--- src/rtl/dac_wave_pkg.sv ---
// Shared encodings and the elaboration-time sine table generator for the
// multi-channel SPI DAC waveform generator.
package dac_wave_pkg;

  localparam logic [1:0] MODE_SINE = 2'd0;
  localparam logic [1:0] MODE_SAW  = 2'd1;
  localparam logic [1:0] MODE_TRI  = 2'd2;
  localparam logic [1:0] MODE_SQR  = 2'd3;

  localparam logic [1:0] ST_IDLE  = 2'd0;
  localparam logic [1:0] ST_LOAD  = 2'd1;
  localparam logic [1:0] ST_SHIFT = 2'd2;
  localparam logic [1:0] ST_DONE  = 2'd3;

  // Entry k of a 2^aw sine table scaled to (2^dw-1)/2*(1+sin), rounded half up.
  // Integer Q30 Taylor series keeps it tool-neutral; quadrant points are exact.
  function automatic int sine_entry(input int k, input int aw, input int dw);
    longint s_one;
    longint pi_q;
    longint x;
    longint x2;
    longint term;
    longint acc;
    longint num;
    int     q;
    int     j;
    bit     neg;
    s_one = 64'sd1073741824;
    pi_q  = 64'sd3373259426;
    q     = (32'sd1 << aw) / 32'sd4;
    if (k < q) begin
      j = k;
      neg = 1'b0;
    end else if (k < 32'sd2 * q) begin
      j = 32'sd2 * q - k;
      neg = 1'b0;
    end else if (k < 32'sd3 * q) begin
      j = k - 32'sd2 * q;
      neg = 1'b1;
    end else begin
      j = 32'sd4 * q - k;
      neg = 1'b1;
    end
    if (j == q) begin
      acc = s_one;
    end else begin
      x    = (pi_q * longint'(j)) >>> (aw - 32'sd1);
      x2   = (x * x) >>> 30;
      term = x;
      acc  = x;
      for (int n = 1; n < 12; n++) begin
        term = -((term * x2) >>> 30) / longint'((32'sd2 * n) * (32'sd2 * n + 32'sd1));
        acc  = acc + term;
      end
    end
    if (neg) begin
      acc = -acc;
    end
    num = longint'((32'sd1 << dw) - 32'sd1) * (s_one + acc) + s_one;
    return int'(num / (64'sd2 * s_one));
  endfunction

endpackage

--- src/rtl/dac_wave_sample.sv ---
// Combinational phase + mode to DAC sample conversion for one channel,
// including the generated sine ROM.
module dac_wave_sample
  import dac_wave_pkg::*;
#(
  parameter int DATA_W  = 12,
  parameter int PHASE_W = 16,
  parameter int ROM_AW  = 4
) (
  input  logic [PHASE_W-1:0] phase_i,
  input  logic [1:0]         mode_i,
  output logic [DATA_W-1:0]  sample_o
);

  logic [DATA_W-1:0] rom_s [2**ROM_AW];
  logic              unused_phase_s;

  for (genvar g = 0; g < 2**ROM_AW; g++) begin : g_rom
    assign rom_s[g] = DATA_W'(sine_entry(g, ROM_AW, DATA_W));
  end

  // Low phase bits only matter for finer tables or wider samples.
  assign unused_phase_s = &{1'b0, phase_i};

  // Waveform select
  always_comb begin
    case (mode_i)
      MODE_SINE: sample_o = rom_s[phase_i[PHASE_W-1 -: ROM_AW]];
      MODE_SAW:  sample_o = phase_i[PHASE_W-1 -: DATA_W];
      MODE_TRI:  sample_o = phase_i[PHASE_W-1] ? ~phase_i[PHASE_W-2 -: DATA_W]
                                               :  phase_i[PHASE_W-2 -: DATA_W];
      MODE_SQR:  sample_o = {DATA_W{phase_i[PHASE_W-1]}};
      default:   sample_o = '0;
    endcase
  end

endmodule

--- src/rtl/dac_wave_gen.sv ---
// Multi-channel SPI DAC waveform generator: per-channel phase accumulators,
// shared CS/SCK framing and one DIN line per channel, one frame per sample period.
module dac_wave_gen
  import dac_wave_pkg::*;
#(
  parameter int CHANNELS     = 2,
  parameter int DATA_W       = 12,
  parameter int CTRL_W       = 4,
  parameter int PHASE_W      = 16,
  parameter int ROM_AW       = 4,
  parameter int CLK_DIV      = 5,
  parameter int FRAME_CYCLES = 1000
) (
  input  logic                        clk_fpga,
  input  logic                        reset_n,
  input  logic                        enable,
  input  logic [2*CHANNELS-1:0]       mode,
  input  logic [PHASE_W*CHANNELS-1:0] step,
  output logic                        CS,
  output logic                        SCK,
  output logic [CHANNELS-1:0]         DIN,
  output logic                        busy,
  output logic                        frame_done
);

  localparam int FRAME_W = CTRL_W + DATA_W;
  localparam int FCNT_W  = (FRAME_CYCLES > 1) ? $clog2(FRAME_CYCLES) : 1;
  localparam int DIV_W   = (CLK_DIV > 1) ? $clog2(CLK_DIV) : 1;
  localparam int BIT_W   = $clog2(FRAME_W + 1);

  logic [1:0]         state_q, state_d;
  logic [FCNT_W-1:0]  fcnt_q, fcnt_d;
  logic [DIV_W-1:0]   div_q, div_d;
  logic [BIT_W-1:0]   bit_q, bit_d;
  logic               cs_q, cs_d;
  logic               sck_q, sck_d;
  logic               busy_q, busy_d;
  logic               done_q, done_d;
  logic [PHASE_W-1:0] phase_q [CHANNELS];
  logic [PHASE_W-1:0] phase_d [CHANNELS];
  logic [PHASE_W-1:0] step_q  [CHANNELS];
  logic [PHASE_W-1:0] step_d  [CHANNELS];
  logic [FRAME_W-1:0] shreg_q [CHANNELS];
  logic [FRAME_W-1:0] shreg_d [CHANNELS];
  logic [DATA_W-1:0]  sample_s [CHANNELS];
  logic               tick_s;

  for (genvar c = 0; c < CHANNELS; c++) begin : g_ch
    dac_wave_sample #(
      .DATA_W  (DATA_W),
      .PHASE_W (PHASE_W),
      .ROM_AW  (ROM_AW)
    ) u_sample (
      .phase_i  (phase_q[c]),
      .mode_i   (mode[2*c +: 2]),
      .sample_o (sample_s[c])
    );
    assign DIN[c] = shreg_q[c][FRAME_W-1];
  end

  assign tick_s     = (div_q == DIV_W'(CLK_DIV - 1));
  assign CS         = cs_q;
  assign SCK        = sck_q;
  assign busy       = busy_q;
  assign frame_done = done_q;

  // Sample-period counter, free-running while out of reset
  always_comb begin
    if (fcnt_q == FCNT_W'(FRAME_CYCLES - 1)) begin
      fcnt_d = '0;
    end else begin
      fcnt_d = fcnt_q + FCNT_W'(1);
    end
  end

  // Frame FSM with SCK divider; DIN moves only on SCK rising edges
  always_comb begin
    state_d = state_q;
    div_d   = div_q;
    bit_d   = bit_q;
    cs_d    = cs_q;
    sck_d   = sck_q;
    done_d  = 1'b0;
    phase_d = phase_q;
    step_d  = step_q;
    shreg_d = shreg_q;
    case (state_q)
      ST_IDLE: begin
        if (enable && (fcnt_q == '0)) begin
          state_d = ST_LOAD;
        end else begin
          state_d = ST_IDLE;
        end
      end
      ST_LOAD: begin
        state_d = ST_SHIFT;
        cs_d    = 1'b0;
        sck_d   = 1'b1;
        div_d   = '0;
        bit_d   = '0;
        for (int c = 0; c < CHANNELS; c++) begin
          step_d[c]  = step[PHASE_W*c +: PHASE_W];
          shreg_d[c] = {{CTRL_W{1'b0}}, sample_s[c]};
        end
      end
      ST_SHIFT: begin
        if (!tick_s) begin
          div_d = div_q + DIV_W'(1);
        end else if (sck_q) begin
          div_d = '0;
          sck_d = 1'b0;
          bit_d = bit_q + BIT_W'(1);
        end else if (bit_q == BIT_W'(FRAME_W)) begin
          div_d   = '0;
          state_d = ST_DONE;
          cs_d    = 1'b1;
          sck_d   = 1'b1;
          for (int c = 0; c < CHANNELS; c++) begin
            shreg_d[c] = '0;
          end
        end else begin
          div_d = '0;
          sck_d = 1'b1;
          for (int c = 0; c < CHANNELS; c++) begin
            shreg_d[c] = shreg_q[c] << 1;
          end
        end
      end
      ST_DONE: begin
        state_d = ST_IDLE;
        done_d  = 1'b1;
        for (int c = 0; c < CHANNELS; c++) begin
          phase_d[c] = phase_q[c] + step_q[c];
        end
      end
      default: begin
        state_d = ST_IDLE;
      end
    endcase
    busy_d = (state_d != ST_IDLE);
  end

  // State and output registers; reset aborts any frame in flight
  always_ff @(posedge clk_fpga or negedge reset_n) begin
    if (!reset_n) begin
      state_q <= ST_IDLE;
      fcnt_q  <= '0;
      div_q   <= '0;
      bit_q   <= '0;
      cs_q    <= 1'b1;
      sck_q   <= 1'b1;
      busy_q  <= 1'b0;
      done_q  <= 1'b0;
      for (int c = 0; c < CHANNELS; c++) begin
        phase_q[c] <= '0;
        step_q[c]  <= '0;
        shreg_q[c] <= '0;
      end
    end else begin
      state_q <= state_d;
      fcnt_q  <= fcnt_d;
      div_q   <= div_d;
      bit_q   <= bit_d;
      cs_q    <= cs_d;
      sck_q   <= sck_d;
      busy_q  <= busy_d;
      done_q  <= done_d;
      phase_q <= phase_d;
      step_q  <= step_d;
      shreg_q <= shreg_d;
    end
  end

endmodule

--- config.mk ---
export PLATFORM = sky130hd
export DESIGN_NAME = dac_wave_gen
export DESIGN_NICKNAME = d
export VERILOG_FILES = /design/src/rtl/dac_wave_pkg.sv /design/src/rtl/dac_wave_sample.sv /design/src/rtl/dac_wave_gen.sv
export SDC_FILE = /design/constraint.sdc
export NUM_CORES = 1
export LEC_CHECK = 0
export CAP_MARGIN = 0
export CORE_UTILIZATION = 50
export CTS_CLUSTER_DIAMETER = 30
export DETAILED_ROUTE_END_ITERATION = 8
export GPL_TIMING_DRIVEN = 0
export PLACE_DENSITY = 0.68
export SLEW_MARGIN = 20
export SYNTH_ARGS = -nofsm -noshare
export SYNTH_HDL_FRONTEND = slang
export SYNTH_HIERARCHICAL = 1
export SYNTH_SLANG_ARGS = --single-unit
--- constraint.sdc ---
create_clock -name clk_fpga -period 5.85 [get_ports clk_fpga]
set_input_delay 1.17 -clock clk_fpga [delete_from_list [all_inputs] [get_ports clk_fpga]]
set_output_delay 1.17 -clock clk_fpga [all_outputs]
set_load 0.005 [all_outputs]
Yosys cells after proc, flatten, opt, wreduce, memory -nomap -nowiden
Memory sizes are Yosys's and may differ from the RTL's.
Index checks and enable logic that the tools add are counted.
Widths: inputs -> output; s select.
{"block": "word_totals", "wordCells": 85, "regBits": 120, "memories": 2, "inputBits": 39, "out_inout_bits": 6, "romBits": 384}
{"memory": "(name not given)", "words": 16, "word_bits": 12, "rd": 1, "rd_clocked_by_memory_dff": 0, "write_ports": 0, "line_no": "dac_wave_sample.sv:28", "source": "MODE_SINE: sample_o = rom_s[phase_i[PHASE_W-1 -: ROM_AW]];"}
{"memory": "(name not given)", "words": 16, "word_bits": 12, "rd": 1, "rd_clocked_by_memory_dff": 0, "write_ports": 0, "line_no": "dac_wave_sample.sv:28"}
{"block": "op_classes", "addsub": 5, "bitwise_logic": 4, "n_reduce_logical": 11, "n_eq_ne": 16, "order_cmp": 2, "mux": 31}
{"op": "$mux 32", "count": 3}
{"op": "$pmux 12 s4", "count": 2}
{"op": "$mux 12", "count": 6}
{"op": "$pmux 32 s2", "count": 1}
{"op": "$add 16x16->16", "count": 2}
{"op": "$not 12->12", "count": 2}
{"op": "$eq 2x2->1 const B", "count": 6}
{"op": "$add 10x1->10 const B", "count": 1}
{"op": "$eq 10x10->1 const B", "count": 1}
{"op": "$ge 5x5->1 const B", "count": 2}
{"op": "$logic_not 10->1", "count": 1}
{"op": "$mux 10", "count": 1}
{"op": "$mux 5", "count": 2}
{"op": "$not 4->5", "count": 2}
{"op": "$pmux 5 s2", "count": 1}
{"op": "$ne 2x2->1 const B", "count": 4}
{"op": "$pmux 2 s4", "count": 1}
{"op": "$mux 1", "count": 7}
{"op": "$eq 2x1->1 const B", "count": 3}
{"op": "$logic_not 2->1", "count": 3}
{"op": "$mux 2", "count": 3}
{"op": "$pmux 3 s2", "count": 1}
{"op": "$reduce_and 3->1", "count": 2}
{"op": "$add 5x1->5 const B", "count": 1}
{"op": "other kinds (9)", "count": 11}

Longest topological paths before layout
Gate-level depths: netlist of run 1.
{"block": "depth", "ltp_word": 6, "mapped_depth": 9, "depth_no_buf": 9}

By module
The synthesis of run 1 kept the hierarchy.
{"module": "dac_wave_gen", "cells_each": 592, "area_per_inst_um2": 6338.6, "n_inst": 1, "seq_area_each_um2": 3005.4}
{"module": "dac_wave_sample at g_ch[1].u_sample", "cells_each": 102, "area_per_inst_um2": 671.9, "n_inst": 1, "seq_area_each_um2": 0.0}
{"module": "dac_wave_sample at g_ch[0].u_sample", "cells_each": 100, "area_per_inst_um2": 669.4, "n_inst": 1, "seq_area_each_um2": 0.0}

Worst setup path after synthesis of run 1
No wires, ideal clock.
{"block": "synth_timing", "path_type": "input-to-reg", "start": "input port mode[2]", "end": "register shreg_q[3] (netlist bit)", "required_time_ps": 5724, "setup_slack_ps": 3493, "n_path_buf": 1, "t_arrival_ps": 2231, "setup_ps": 126, "cell_stages": 6, "path_cell_list": "clkbuf_1 nor3_1 a32o_1 a221oi_2 a221oi_1 nor2_1"}
{"item": "from (decl)", "line_no": "dac_wave_gen.sv:17", "source": "input logic [2*CHANNELS-1:0] mode,"}
{"item": "to (signal assigned)", "line_no": "dac_wave_gen.sv:170", "source": "shreg_q <= shreg_d;"}
{"item": "to (decl)", "line_no": "dac_wave_gen.sv:43", "source": "logic [FRAME_W-1:0] shreg_q [CHANNELS];"}

==> results.md, run 1 <==
* Status: completed
* Top-count cell post-synth: dfrtp_1
* Proportion of layout cells with a drive suffix above 1 at 13.4%
* Synth async-reset ratio at 100%
* Ant. Diodes at 0
* Worst skew pair latency at 420 ps
* Clock Skew at 7.49 ps
* Core area at 0.0148 mm²
* Fmax at 359 MHz
* Worst setup endpoint: shreg_q[10]
* CP max-delay cell: clkdlybuf4s50_1
* Mapped Nets at 891
* Crit path capture type: flop
* FF-to-FF End: phase_q[26]
* Final HPWL DP at 12.2 mm
* Initial Util at 52.1%
* PwrDens at 236 mW/mm²
* CTS H-tree lvls at 4
* Fin. max-slew vios at 0
* EDFF count, synth at 0
* Register area share after synthesis at 39.1%
* Final Non-Filler Cells at 1055
* Post-synth top area cell: dfrtp_1
* GP Congestion at 0.893
* Routed Antenna Nets at 0
* Max_cap viols at 0
* I/O Pins at 45
* PortBufs at 44
* Post-CTS Hold Buffers at 0
* Initial antenna violation count at 0
* Via count at 6095
* Maximum root-to-sink buffer count at 2
* Initial DRC count at 304
* DR pass1 iterations at 7
* Num Clock Sinks at 120
* Reg clk slew, reported paths at 50 ps
* Final setup fails at 0
* Area grow syn2layout at 17.6%
* Worst EP arrival at 3080 ps
* CTS resizes at 0
* Worst hold-check path type: reg -> reg
* Worst path depth at 7
* Total gr overflow at 0
* Seq cells post-synth at 120
* Total Power at 2.13 mW
* RSZ-0062 raised after global routing: false
* Vias in the first global route at 6180
* Critical Path RT at 6150 ps
* Max VDD drop at 196 µV
* Critical Path Max Stage Delay at 510 ps
* Row Count at 44
* Critical path launch point type: input pin
* Top cells by area, synth: dfrtp_1 38%, ha_1 9.1%, mux2_2 7.0%, xnor2_1 4.6%, nor2_1 3.9%
* LEAKAGE at 4.06 nW
* TritonCTS clock tree: yes
* Buf/Inv on CP at 2
* DRC at 0
* CTS buffer count at 17
* Top post-synthesis cells by count: 118 x dfrtp_1, 79 x nor2_1, 67 x nand2_1, 56 x ha_1, 48 x mux2_2
* Average routed wire per standard cell at 16.1 µm
* Tightest Pin Transition at 947 ps
* Final Critical Period at 2790 ps
* Final Hold Vio Count at 0
* Setup Buffers After CTS at 0
* Detailed Route WL at 17.0 mm
* Vias per std cell at 5.78
* CP max FO at 10
* Worst Setup SP: mode[3]
* FF-to-FF Start: phase_q[16]
* Setup CP Type: in -> reg
* Gr usage total at 23.1%
* Die area at 0.0159 mm²
* Cell Area, Synth at 0.00768 mm²
* Die width at 126 µm
* First-pass GRT wire length at 29.2 mm
* Final Util at 61.2%
* Pre-CTS WS at 2670 ps
* Largest net degree at the start of global routing at 74
* Register-to-Register Path Depth at 8
* Post-synthesis cell count at 794
* Yosys warning count at 6
* Reg2Reg Setup Slack at 3250 ps
* Final WS setup at 3060 ps
* Crit path max-delay family: buffers and inverters
* Worst slew margin at 36.3%
* Nets at 955
* Synth Flop Type: dfrtp_1
* CTS root buf: clkbuf_16
* Placed Cells at 1023
* CP cell instances: clkdlybuf4s50_1 -> clkbuf_1 -> nor3_1 -> a22oi_1 -> nand2_1 -> a221oi_1 -> nor2_1
* Synth top area share at 38.4%
* Yosys cell types at 71
* Die height at 126 µm
* Fraction of the cycle the final worst path needs at 47.6%
* Synthesized area per cell at 9.67 µm²
* Hold_ws at 466 ps
[layer usage]
| layer | track usage, % | share of wire [%] | up-vias |
|---|---|---|---|
| met2 | 39.6 | 49 | 124 |
| li1 | - | - | 2979 |
| met3 | 4.67 | 3.2 | 31 |
| met1 | 28.5 | 46 | 2961 |
| met4 | 9.21 | 2.2 | 0 |
| met5 | 0 | 0 | - |
[cell usage in the layout (no fill, tap or decap), drive strengths merged, types with 5 or more instances in the layout]
cell type and instances:
dfrtp 118, nor2 79, nand2 67, ha 56
mux2 49, clkbuf 46, o21ai 45, clkdlybuf4s50 43
xnor2 40, inv 33, nor2b 28, a21oi 28
nand3 25, a221oi 24, buf 20, a211oi 12
xor2 11, nand2b 9, a21o 8, o21a 7
a22oi 7, nor3 7, a2111oi 7, nand4 6
o31ai 6, a31oi 6, mux2i 5, bufinv 5
[worst min-delay path by stage]
stage	cells past startpoint	slack (ps)	endpoint	from
after floorplan	2	440	shreg_q[12]	shreg_q[12]
final	2	470	shreg_q[14]	shreg_q[14]
after global placement	2	450	shreg_q[14]	shreg_q[14]
after detailed placement	2	460	shreg_q[14]	shreg_q[14]
after global routing	2	480	shreg_q[14]	shreg_q[14]
after CTS	2	470	shreg_q[14]	shreg_q[14]
[power by group]
group          internal, mW  switching, mW
Combinational        0.0579         0.0598
Sequential            0.845        0.00884
Clock                 0.787          0.368
Total                  1.69          0.436
[sequential cells by signal, summed over array words and instances (netlist names)]
name	flops
step_q	32
busy	1
SCK	1
div_q	3
phase_q	32
state_q	2
CS	1
fcnt_q	10
bit_q	5
frame_done	1
shreg_q	30
DIN	2
[layout make-up]
| cell class | count | area [µm²] |
|---|---|---|
| clock inverters | 9 | 173 |
| multi-input cells | 599 | 4360 |
| flip-flops and latches | 120 | 3010 |
| plain buffers | 41 | 190 |
| repair buffers | 45 | 469 |
| well taps | 184 | 230 |
| clock buffers | 23 | 478 |
| inverters | 34 | 128 |
| fillers | 1242 | 5720 |
[per-stage QoR]
step / TNS (ps) / instance area [µm²]
after detailed placement: 0 / 8380
after global routing: 0 / 9030
after floorplan: 0 / 7680
after global placement: -122540 / 8350
after CTS: 0 / 9030
final: 0 / 9030
[cells by family (layout without fill, tap and decap cells)]
family / after synthesis / after routing / synth area share [%]
xor gates and xnor gates: 51 / 51 / 5.82
adders and majority gates: 58 / 58 / 9.64
buffers and inverters: 75 / 152 / 4.14
and+or+nand+nor: 248 / 248 / 15.2
AOI/OAI and AO/OA: 186 / 186 / 17.6
DFF: 120 / 120 / 39.1
muxes: 56 / 56 / 8.47
[tightest hold or removal path, cell delays in order, from the launching register on]
cell and delay (ps):
dfrtp_1 340, nand2_1 50, nand2_1 40
Note: power is estimated with default switching activity, not from simulation.
==> run 2, diff against run 1 <==
clock period = 2.9 ns   (was 5.85 ns; I/O delays follow)
==> results of run 2 <==
The final DEF is identical to that of run 1. Status: completed.
Main changes from that run: setup slack after placement 2670 ps -> 310 ps; clock-pin slew on the worst setup and hold paths 50 ps -> 60 ps; setup slack after layout 3060 ps -> 298 ps; hold slack 466 ps -> 91.2 ps; start point of the critical path mode[3] -> phase_q[16]; end point of the critical path shreg_q[10] -> phase_q[26]; register-to-register setup slack 3250 ps -> 300 ps; total power 2.13 mW -> 4.29 mW; worst IR drop on VDD 196 µV -> 396 µV
==> run 3, diff against run 2 <==
CELL_PAD_IN_SITES_DETAIL_PLACEMENT = 0   (was not set)
CELL_PAD_IN_SITES_GLOBAL_PLACEMENT = 2   (was not set)
CORE_UTILIZATION = 39   (was 50)
PLACE_DENSITY = 0.8   (was 0.68)
==> results.md, run 3 (synthesis results as in run 1) <==
* Status: completed
* Fmax at 390 MHz
* Int Pwr at 3.28 mW
* Sequential power share at 40.4% (+0.2 points)
* Setup TNS at 0 ps (unchanged)
* Proportion of layout cells with a drive suffix above 1 at 13.9% (+0.46 points)
* Area grow syn2layout at 18.8%
* Register-to-Register Path Depth at 7 (-1)
* Most common cell after layout, fill and taps aside: dfrtp_1
* PwrDens at 467 mW/mm²
* Core area at 0.0190 mm² (+29%)
* Logic pwr share at 5.6% (about the same)
* Average routed wire per standard cell at 15.6 µm (-2.8%)
* Die height at 142 µm (+13%)
* First-pass GRT wire length at 30.2 mm (+3.5%)
* CTS resizes at 0 (unchanged)
* Fin. max-slew vios at 0 (unchanged)
* Fraction of the cycle the final worst path needs at 88.3%
* I/O Pins at 45 (unchanged)
* CTS root buf: clkbuf_16
* CTS H-tree lvls at 4 (unchanged)
* Final WS setup at 338 ps
* Max_cap viols at 0 (unchanged)
* Die area at 0.0203 mm² (+28%)
* CTS buffer count at 17 (unchanged)
* Via count at 6028 (-1.1%)
* Top Registers: phase_q: 32 flops, step_q: 32 flops, shreg_q: 30 flops
* Ant. Diodes at 0 (unchanged)
* Largest net degree at the start of global routing at 73 (-1.4%)
* Clock Skew at 11.8 ps (+4.31 ps)
* DR pass1 iterations at 7 (unchanged)
* Die width at 142 µm (+13%)
* Switch share at 23.0%
* Gr usage total at 19.2% (-3.9 points)
* FF-to-FF Start: phase_q[12]
* Setup Buffers After CTS at 0 (unchanged)
* Tightest Pin Transition at 750 ps (-197 ps)
* Critical path launch point type: flop
* Initial Util at 40.4% (-12 points)
* Most frequent cells in the layout: 118 x dfrtp_1, 79 x nor2_1, 67 x nand2_1
* DRC at 0 (unchanged)
* GP Congestion at 0.814 (-8.8%)
* Post-CTS Hold Buffers at 0 (unchanged)
* Detailed Route WL at 17.7 mm (+4.1%)
* Worst slew margin at 50.0% (+14 points)
* RSZ-0062 raised after global routing: false
* Final HPWL DP at 13.0 mm (+6.5%)
* Net Sw Power at 982 µW
* Power share of the clock group at 54.0% (-0.3 points)
* Final Critical Period at 2560 ps
* CP max FO at 9
* TritonCTS clock tree: yes
* Final setup fails at 0 (unchanged)
* Pre-CTS WS at 235 ps
* Nets at 955 (unchanged)
* Setup CP Type: reg -> reg
* Worst EP arrival at 2860 ps
* Vias in the first global route at 6045 (-2.2%)
* Worst hold-check path type: in -> async
* Reg2Reg Setup Slack at 340 ps
* Final Hold Vio Count at 0 (unchanged)
* Reg clk slew, reported paths at 60 ps
* Initial DRC count at 290 (-4.6%)
* Initial antenna violation count at 0 (unchanged)
* Routed Antenna Nets at 0 (unchanged)
* Crit path capture type: flop
* Vias per std cell at 5.33 (-7.7%)
* LEAKAGE at 4.05 nW (about the same)
* Row Count at 50 (+14%)
* Num Clock Sinks at 120 (unchanged)
* Critical Path RT at 3190 ps
* Worst skew pair latency at 420 ps (about the same)
* Total gr overflow at 0 (unchanged)
* FF-to-FF End: shreg_q[2]
* Maximum root-to-sink buffer count at 2 (unchanged)
* Max VDD drop at 327 µV
* PortBufs at 44 (unchanged)
[run 3: cell count changes in the layout (fill, tap and decap cells not counted), moves of 2 or more]
cell      previous run  this run
clkinv_2             3         1
clkbuf_1            26        23
clkinv_4             0         5
clkbuf_8             3         0
inv_6                0         4
[run 3: how the worst max path moves through the flow]
stage                     cells after the start  slack, ps          end   startpoint
final                                         7        340   shreg_q[2]  phase_q[12]
after global routing                          7        170  phase_q[26]  phase_q[23]
after CTS                                     7        280   shreg_q[2]  phase_q[12]
after detailed placement                      7        230   shreg_q[3]      mode[2]
after global placement                        1      -3560    fcnt_q[5]      reset_n
after floorplan                               8        600  phase_q[26]  phase_q[16]
[run 3: metrics by stage]
stage               cells  cell area [µm²]  utilization (%)  hold WS (ps)  total power, mW
detailed placement   1099             8470             44.6           460             1.99
CTS                  1131             9110             47.9           104             4.33
global route         1131             9120             48.0           114             4.44
floorplan             794             7680                -           284             1.87
global placement     1098             8450             44.4           451             1.98
finish               1131             9120             48.0          95.4             4.26
[run 3: layer usage]
metal | track usage, % | share of wire [%] | vias up
li1 | - | - | 2974
met1 | 24.3 | 47 | 2935
met2 | 32.4 | 49 | 102
met3 | 3.97 | 2.9 | 17
met4 | 6.51 | 1.7 | 0
met5 | 0 | 0 | -
[run 3: power by group through the flow]
stage / registers (mW) / logic (mW) / clock network (mW)
2_1_floorplan: 1.75 / 0.119 / 0
3_3_place_gp: 1.75 / 0.230 / 0
3_5_place_dp: 1.75 / 0.240 / 0
4_1_cts: 1.72 / 0.241 / 2.37
5_1_grt: 1.73 / 0.267 / 2.45
6_report: 1.72 / 0.237 / 2.30
[run 3: cell type report]
class,count,area [µm²]
Inverter,34,128
Buffer,41,190
Timing Repair Buffer,45,469
Multi-Input combinational cell,599,4360
Clock buffer,17,425
Sequential cell,120,3010
Fill cell,1850,9900
Tap cell,260,325
Clock inverter,15,215
[run 3: critical path: stages, from the launching register on]
cell	delay (ps)
dfrtp_1	560
inv_1	200
ha_1	360
mux4_2	470
nor3b_1	150
a221o_1	300
a221oi_1	330
nor2_1	70
